**src/rtl/clksw_req.sv**
```systemverilog
// clksw_req -- CPU clock-speed request controller.
//
// Decides when the CPU should ask the clock controller for the high-speed
// clock. A fast-space access while running on the low-speed clock raises a
// request and stalls the CPU until the synchronised acknowledge confirms the
// switch. A slow-space access or a force_ls demand while on the high-speed
// clock drops the request again, with the same stall-until-acknowledge rule.
//
// Build option:
//   CLKSW_TIMEOUT_EN  when defined, a switch whose acknowledge does not arrive
//                     within TIMEOUT_CYCLES cycles raises the sticky
//                     timeout_err flag (and an up-switch is abandoned). When
//                     undefined, switches wait indefinitely and timeout_err
//                     is tied low.
//
// Parameters:
//   SYNC_STAGES     flops in the hsclk_selected synchroniser (>= 2)
//   TIMEOUT_CYCLES  acknowledge wait limit in cycles (>= 2, timeout build only)
//
// Ports:
//   clk_in          block clock, rising edge
//   rst             synchronous active-high reset
//   access_valid    CPU presents an access this cycle
//   access_fast     access targets high-speed space (qualified by access_valid)
//   force_ls        demand to run on the low-speed clock
//   hsclk_selected  acknowledge from the clock controller (asynchronous)
//   hsclk_sel       registered request, 1 = high-speed clock
//   cpu_rdy         combinational, 0 stalls the current access
//   switch_busy     registered, 1 while a switch is in flight
//   timeout_err     registered sticky acknowledge-timeout flag
//   switch_count    registered count of completed switches, saturates at 255

module clksw_req #(
  parameter int SYNC_STAGES    = 2,
  parameter int TIMEOUT_CYCLES = 64
) (
  input  logic       clk_in,
  input  logic       rst,
  input  logic       access_valid,
  input  logic       access_fast,
  input  logic       force_ls,
  input  logic       hsclk_selected,
  output logic       hsclk_sel,
  output logic       cpu_rdy,
  output logic       switch_busy,
  output logic       timeout_err,
  output logic [7:0] switch_count
);

  typedef enum logic [1:0] {
    ST_LS    = 2'd0,
    ST_TO_HS = 2'd1,
    ST_HS    = 2'd2,
    ST_TO_LS = 2'd3
  } state_t;

  state_t state;
  state_t state_nxt;

  logic [SYNC_STAGES-1:0] ack_sync;
  logic                   ack_s;

  // trig: the current cycle starts a switch out of a stable state.
  // done: the current cycle completes a switch into a stable state.
  logic trig;
  logic done;
  logic to_hit;

  // Acknowledge synchroniser; only its last stage is visible to the FSM.
  always_ff @(posedge clk_in) begin
    if (rst) begin
      ack_sync <= '0;
    end else begin
      ack_sync <= {ack_sync[SYNC_STAGES-2:0], hsclk_selected};
    end
  end

  assign ack_s = ack_sync[SYNC_STAGES-1];

`ifdef CLKSW_TIMEOUT_EN
  localparam int TO_W = (TIMEOUT_CYCLES > 2) ? $clog2(TIMEOUT_CYCLES) : 1;

  logic [TO_W-1:0] to_cnt;
  logic            to_fire;

  assign to_hit = (to_cnt == TO_W'(TIMEOUT_CYCLES - 1));

  // The limit only matters when nothing else moves the FSM this cycle:
  // force_ls and a matching acknowledge both take priority.
  assign to_fire = to_hit &
                   (((state == ST_TO_HS) & !force_ls & !ack_s) |
                    ((state == ST_TO_LS) & ack_s));

  // Cleared on every state change (so it starts at 0 on entry to a
  // transitional state) and after a TO_LS timeout, which keeps waiting.
  always_ff @(posedge clk_in) begin
    if (rst) begin
      to_cnt <= '0;
    end else if ((state_nxt != state) || to_fire) begin
      to_cnt <= '0;
    end else if ((state == ST_TO_HS) || (state == ST_TO_LS)) begin
      to_cnt <= to_cnt + TO_W'(1);
    end
  end

  always_ff @(posedge clk_in) begin
    if (rst) begin
      timeout_err <= 1'b0;
    end else if (to_fire) begin
      timeout_err <= 1'b1;
    end
  end
`else
  assign to_hit      = 1'b0;
  assign timeout_err = 1'b0;
`endif

  // Next state and CPU stall decision.
  always_comb begin
    state_nxt = state;
    trig      = 1'b0;
    done      = 1'b0;
    case (state)
      ST_LS: begin
        // With force_ls set, fast accesses simply run at low speed.
        if (access_valid & access_fast & !force_ls) begin
          trig      = 1'b1;
          state_nxt = ST_TO_HS;
        end
      end
      ST_TO_HS: begin
        if (force_ls) begin
          state_nxt = ST_TO_LS;
        end else if (ack_s) begin
          done      = 1'b1;
          state_nxt = ST_HS;
        end else if (to_hit) begin
          // Acknowledge never came: back the request out.
          state_nxt = ST_TO_LS;
        end
      end
      ST_HS: begin
        if (force_ls | (access_valid & !access_fast)) begin
          trig      = 1'b1;
          state_nxt = ST_TO_LS;
        end
      end
      ST_TO_LS: begin
        if (!ack_s) begin
          done      = 1'b1;
          state_nxt = ST_LS;
        end
      end
      default: begin
        state_nxt = ST_LS;
      end
    endcase
  end

  // The triggering access stalls, stays stalled through the switch and is
  // retired in the first cycle of the target stable state, where the held
  // inputs no longer form a trigger. Reset keeps the CPU unstalled.
  always_comb begin
    cpu_rdy = 1'b1;
    if (!rst) begin
      if ((state == ST_TO_HS) || (state == ST_TO_LS) || trig) begin
        cpu_rdy = 1'b0;
      end
    end
  end

  // State register and registered outputs, decoded from the next state so
  // hsclk_sel and switch_busy always agree with the state they describe.
  always_ff @(posedge clk_in) begin
    if (rst) begin
      state        <= ST_LS;
      hsclk_sel    <= 1'b0;
      switch_busy  <= 1'b0;
      switch_count <= 8'd0;
    end else begin
      state        <= state_nxt;
      hsclk_sel    <= (state_nxt == ST_TO_HS) || (state_nxt == ST_HS);
      switch_busy  <= (state_nxt == ST_TO_HS) || (state_nxt == ST_TO_LS);
      if (done && (switch_count != 8'd255)) begin
        switch_count <= switch_count + 8'd1;
      end
    end
  end

endmodule

```
**config.mk**
```make
export PLATFORM = sky130hd
export DESIGN_NAME = clksw_req
export DESIGN_NICKNAME = d
export VERILOG_FILES = /design/src/rtl/clksw_req.sv
export SDC_FILE = /design/constraint.sdc
export NUM_CORES = 1
export LEC_CHECK = 0
export ABC_AREA = 0
export CAP_MARGIN = 0
export CORE_UTILIZATION = 48
export DETAILED_ROUTE_END_ITERATION = 8
export GPL_ROUTABILITY_DRIVEN = 0
export PLACE_DENSITY = 0.77
export SLEW_MARGIN = 20
export SYNTH_ARGS = -nofsm -noshare
export SYNTH_HDL_FRONTEND = slang
export SYNTH_SLANG_ARGS = --single-unit
```
**constraint.sdc**
```tcl
create_clock -name clk_in -period 2.3 [get_ports clk_in]
set_clock_uncertainty 0.2 [all_clocks]
set_input_delay 0.345 -clock clk_in [delete_from_list [all_inputs] [get_ports clk_in]]
set_output_delay 0.345 -clock clk_in [all_outputs]
set_load 0.02 [all_outputs]
```
==> metrics.txt <==
Fmax=472 MHz; clock buffer count from CTS=3; DP Cell Count=115; postcts setup bufs=0; GRT overflow=0; max_cap viols=0; largest net degree at the start of global routing=19; worst-path maximum fanout=2; antenna cells=0; via count=643; first-pass GRT wire length=2390 microns; commonest non-fill, non-tap cell in the layout=clkdlybuf4s50_1; latest clock arrival within the worst-skew pair=0.28 ns; DR iter-0 viols=19; Pint=0.405 mW; Data required, critical path=1.75 ns; CTS Buffer Depth=2; Final period util=92.1%; first drt pass iteration count=4; most frequent cells in the layout=15 x clkdlybuf4s50_1, 14 x dfxtp_1, 9 x nor2b_1; sw frac=28.0%; Flop pwr share=47.2%; routed vias/inst=5.40; RSZ-0062 raised after global routing=no; Synth async-reset ratio=0%; area growth from synthesis to layout=24.4%; # nets final=113; CTS Hold Buffers Added=0; Die Span Y=42.1 microns; Comb power frac=19.9%; Post-Syn Instances=84; Initial Util=51.3%; final setup vio count=0; Cell variety after synth=31; Main synth FF type=dfxtp_1; root buf cell=clkbuf_4; cell row count=14; R2R Setup Slk=0.33 ns; CP max stage cell=clkdlybuf4s50_1; num ports=18; WHS Path Cells=1; FF+latch count, synth=14; crit-path max cell delay=0.42 ns; Avg Inst Size Synth=9.21 sq um; RR Startpoint=state[1]$_SDFF_PP0_; PortBufs=16; status=finished clean; hold path start=ack_sync[0]$_SDFF_PP0_; Final HPWL DP=1070 microns; clock sinks=14; worst hold-check path type=register to register; total wire length=1450 microns; Worst EP arrival=1.57 ns; PwrDens=585 nW/um^2; WL per Instance=12.1 microns; gr usage total=17.2%; post-synth net total=93; post-route minimum period=2.12 ns; CTS tree=yes; VDD IR max=0.405 mV; Switching Power=0.157 mW; Die Wd=42.1 microns; share of cells above drive strength 1=16.5%; H-tree levels=1; # DRC=0; leakage dissipation=0.371 nW; initial antenna violation count=0; Synth Cell Area=773 sq um; Hold WS=0.248 ns; CP Class=input pin to output pin; R2R Path End=hsclk_sel$_SDFF_PP0_; Core ar.=1510 sq um; vias in the first global route=575; startpoint types=input pin; Synth Warn #=0; crit end category=output pin; Post-synth EDFFs=0; final hold viol count=0; non-filler cells, final=119; worst path cell trace=clkdlybuf4s50_1, nand2b_1, mux2i_1, a221oi_1, or2_2, clkbuf_2; Seq/Total Area, Yosys=36.2%; Reg clk slew, reported paths=0.10 ns; die area=1780 sq um; length in cells of the worst reg-to-reg path=6; total power=0.563 mW; Post-DRT Antenna Nets=0; Pins Over Slew Limit=0; Clk pwr share=32.9%; Hold Path Sink=ack_sync[1]$_SDFF_PP0_
-- cells in the mapped netlist, types with 2 or more instances --
cell | number | area share (%)
dfxtp_1 | 14 | 36
nor2b_1 | 9 | 7.3
nor2_1 | 8 | 3.9
nand3_1 | 6 | 3.9
o21ai_0 | 5 | 3.2
a21oi_1 | 4 | 2.6
buf_6 | 4 | 5.8
ha_1 | 3 | 4.9
nor4_1 | 3 | 2.4
inv_1 | 2 | 0.97
mux2_1 | 2 | 2.9
mux2_2 | 2 | 2.9
nand2_1 | 2 | 0.97
o31ai_1 | 2 | 1.9
or4_1 | 2 | 1.9
-- worst max path at each step --
stage	from	cells past startpoint	to
after floorplan	switch_count[0]$_SDFFE_PP0P_	5	switch_count[5]$_SDFFE_PP0P_
after global placement	force_ls	6	cpu_rdy
after detailed placement	force_ls	6	cpu_rdy
after CTS	force_ls	6	cpu_rdy
after global routing	force_ls	6	cpu_rdy
final	force_ls	6	cpu_rdy
-- repair_timing --
action	in CTS	in global routing
endpoints found under the setup margin	1	1
hold endpoints to repair	0	0
pin swaps	0	0
resized for setup	1	2
-- per-layer routing --
layer,up-vias,GRT usage [%],share of wire [%]
met5,-,0,0
met3,0,6.03,3.9
met4,0,3.75,0
met1,292,21.7,46
met2,16,28.4,50
li1,335,-,-
-- power groups by stage --
stage / sequential [mW] / clock [mW] / combinational [mW]
2_1_floorplan: 0.274 / 0 / 0.0767
3_3_place_gp: 0.271 / 0 / 0.110
3_5_place_dp: 0.272 / 0 / 0.115
4_1_cts: 0.266 / 0.186 / 0.114
5_1_grt: 0.268 / 0.192 / 0.124
6_report: 0.266 / 0.185 / 0.112
-- through the flow --
stage	TNS (ns)	area, sq um	util [%]	setup WS (ns)
after CTS	0	966	64.1	0.0149
after detailed placement	-0.260	931	61.8	-0.234
after global routing	0	962	63.9	0.0677
after floorplan	0	773	-	0.472
final	0	962	63.9	0.182
after global placement	-0.173	931	61.8	-0.173
-- critical path, delay by kind of cell --
kind,cells,cell delay (ns)
AO/OA/AOI/OAI,1,0.08
buffers and inverters,2,0.58
multiplexers,1,0.12
AND/OR/NAND/NOR,2,0.45
-- cell families (layout without fill, tap and decap cells) --
group | count (synthesis) | after routing | synth area share, %
multiplexers | 5 | 5 | 7.12
AND/OR/NAND/NOR | 37 | 37 | 29.0
other | 1 | 1 | 0.485
AO/OA/AOI/OAI | 16 | 16 | 14.1
flip-flops | 14 | 14 | 36.2
adder cells (fa/ha/maj) | 3 | 3 | 4.85
buffers and inverters | 8 | 27 | 8.25
-- flip-flops by register name, indices dropped and copies added, names as in the netlist --
| name | count |
|---|---|
| ack_sync | 2 |
| switch_busy | 1 |
| hsclk_sel | 1 |
| switch_count | 8 |
| state | 2 |
-- layout make-up --
type / instances / area, sq um
Fill cell: 133 / 544
Multi-Input combinational cell: 62 / 429
Sequential cell: 14 / 280
Timing Repair Buffer: 20 / 185
Clock buffer: 4 / 36.3
Tap cell: 16 / 20.0
Inverter: 3 / 11.3
Note: power is estimated with default switching activity, not from simulation.
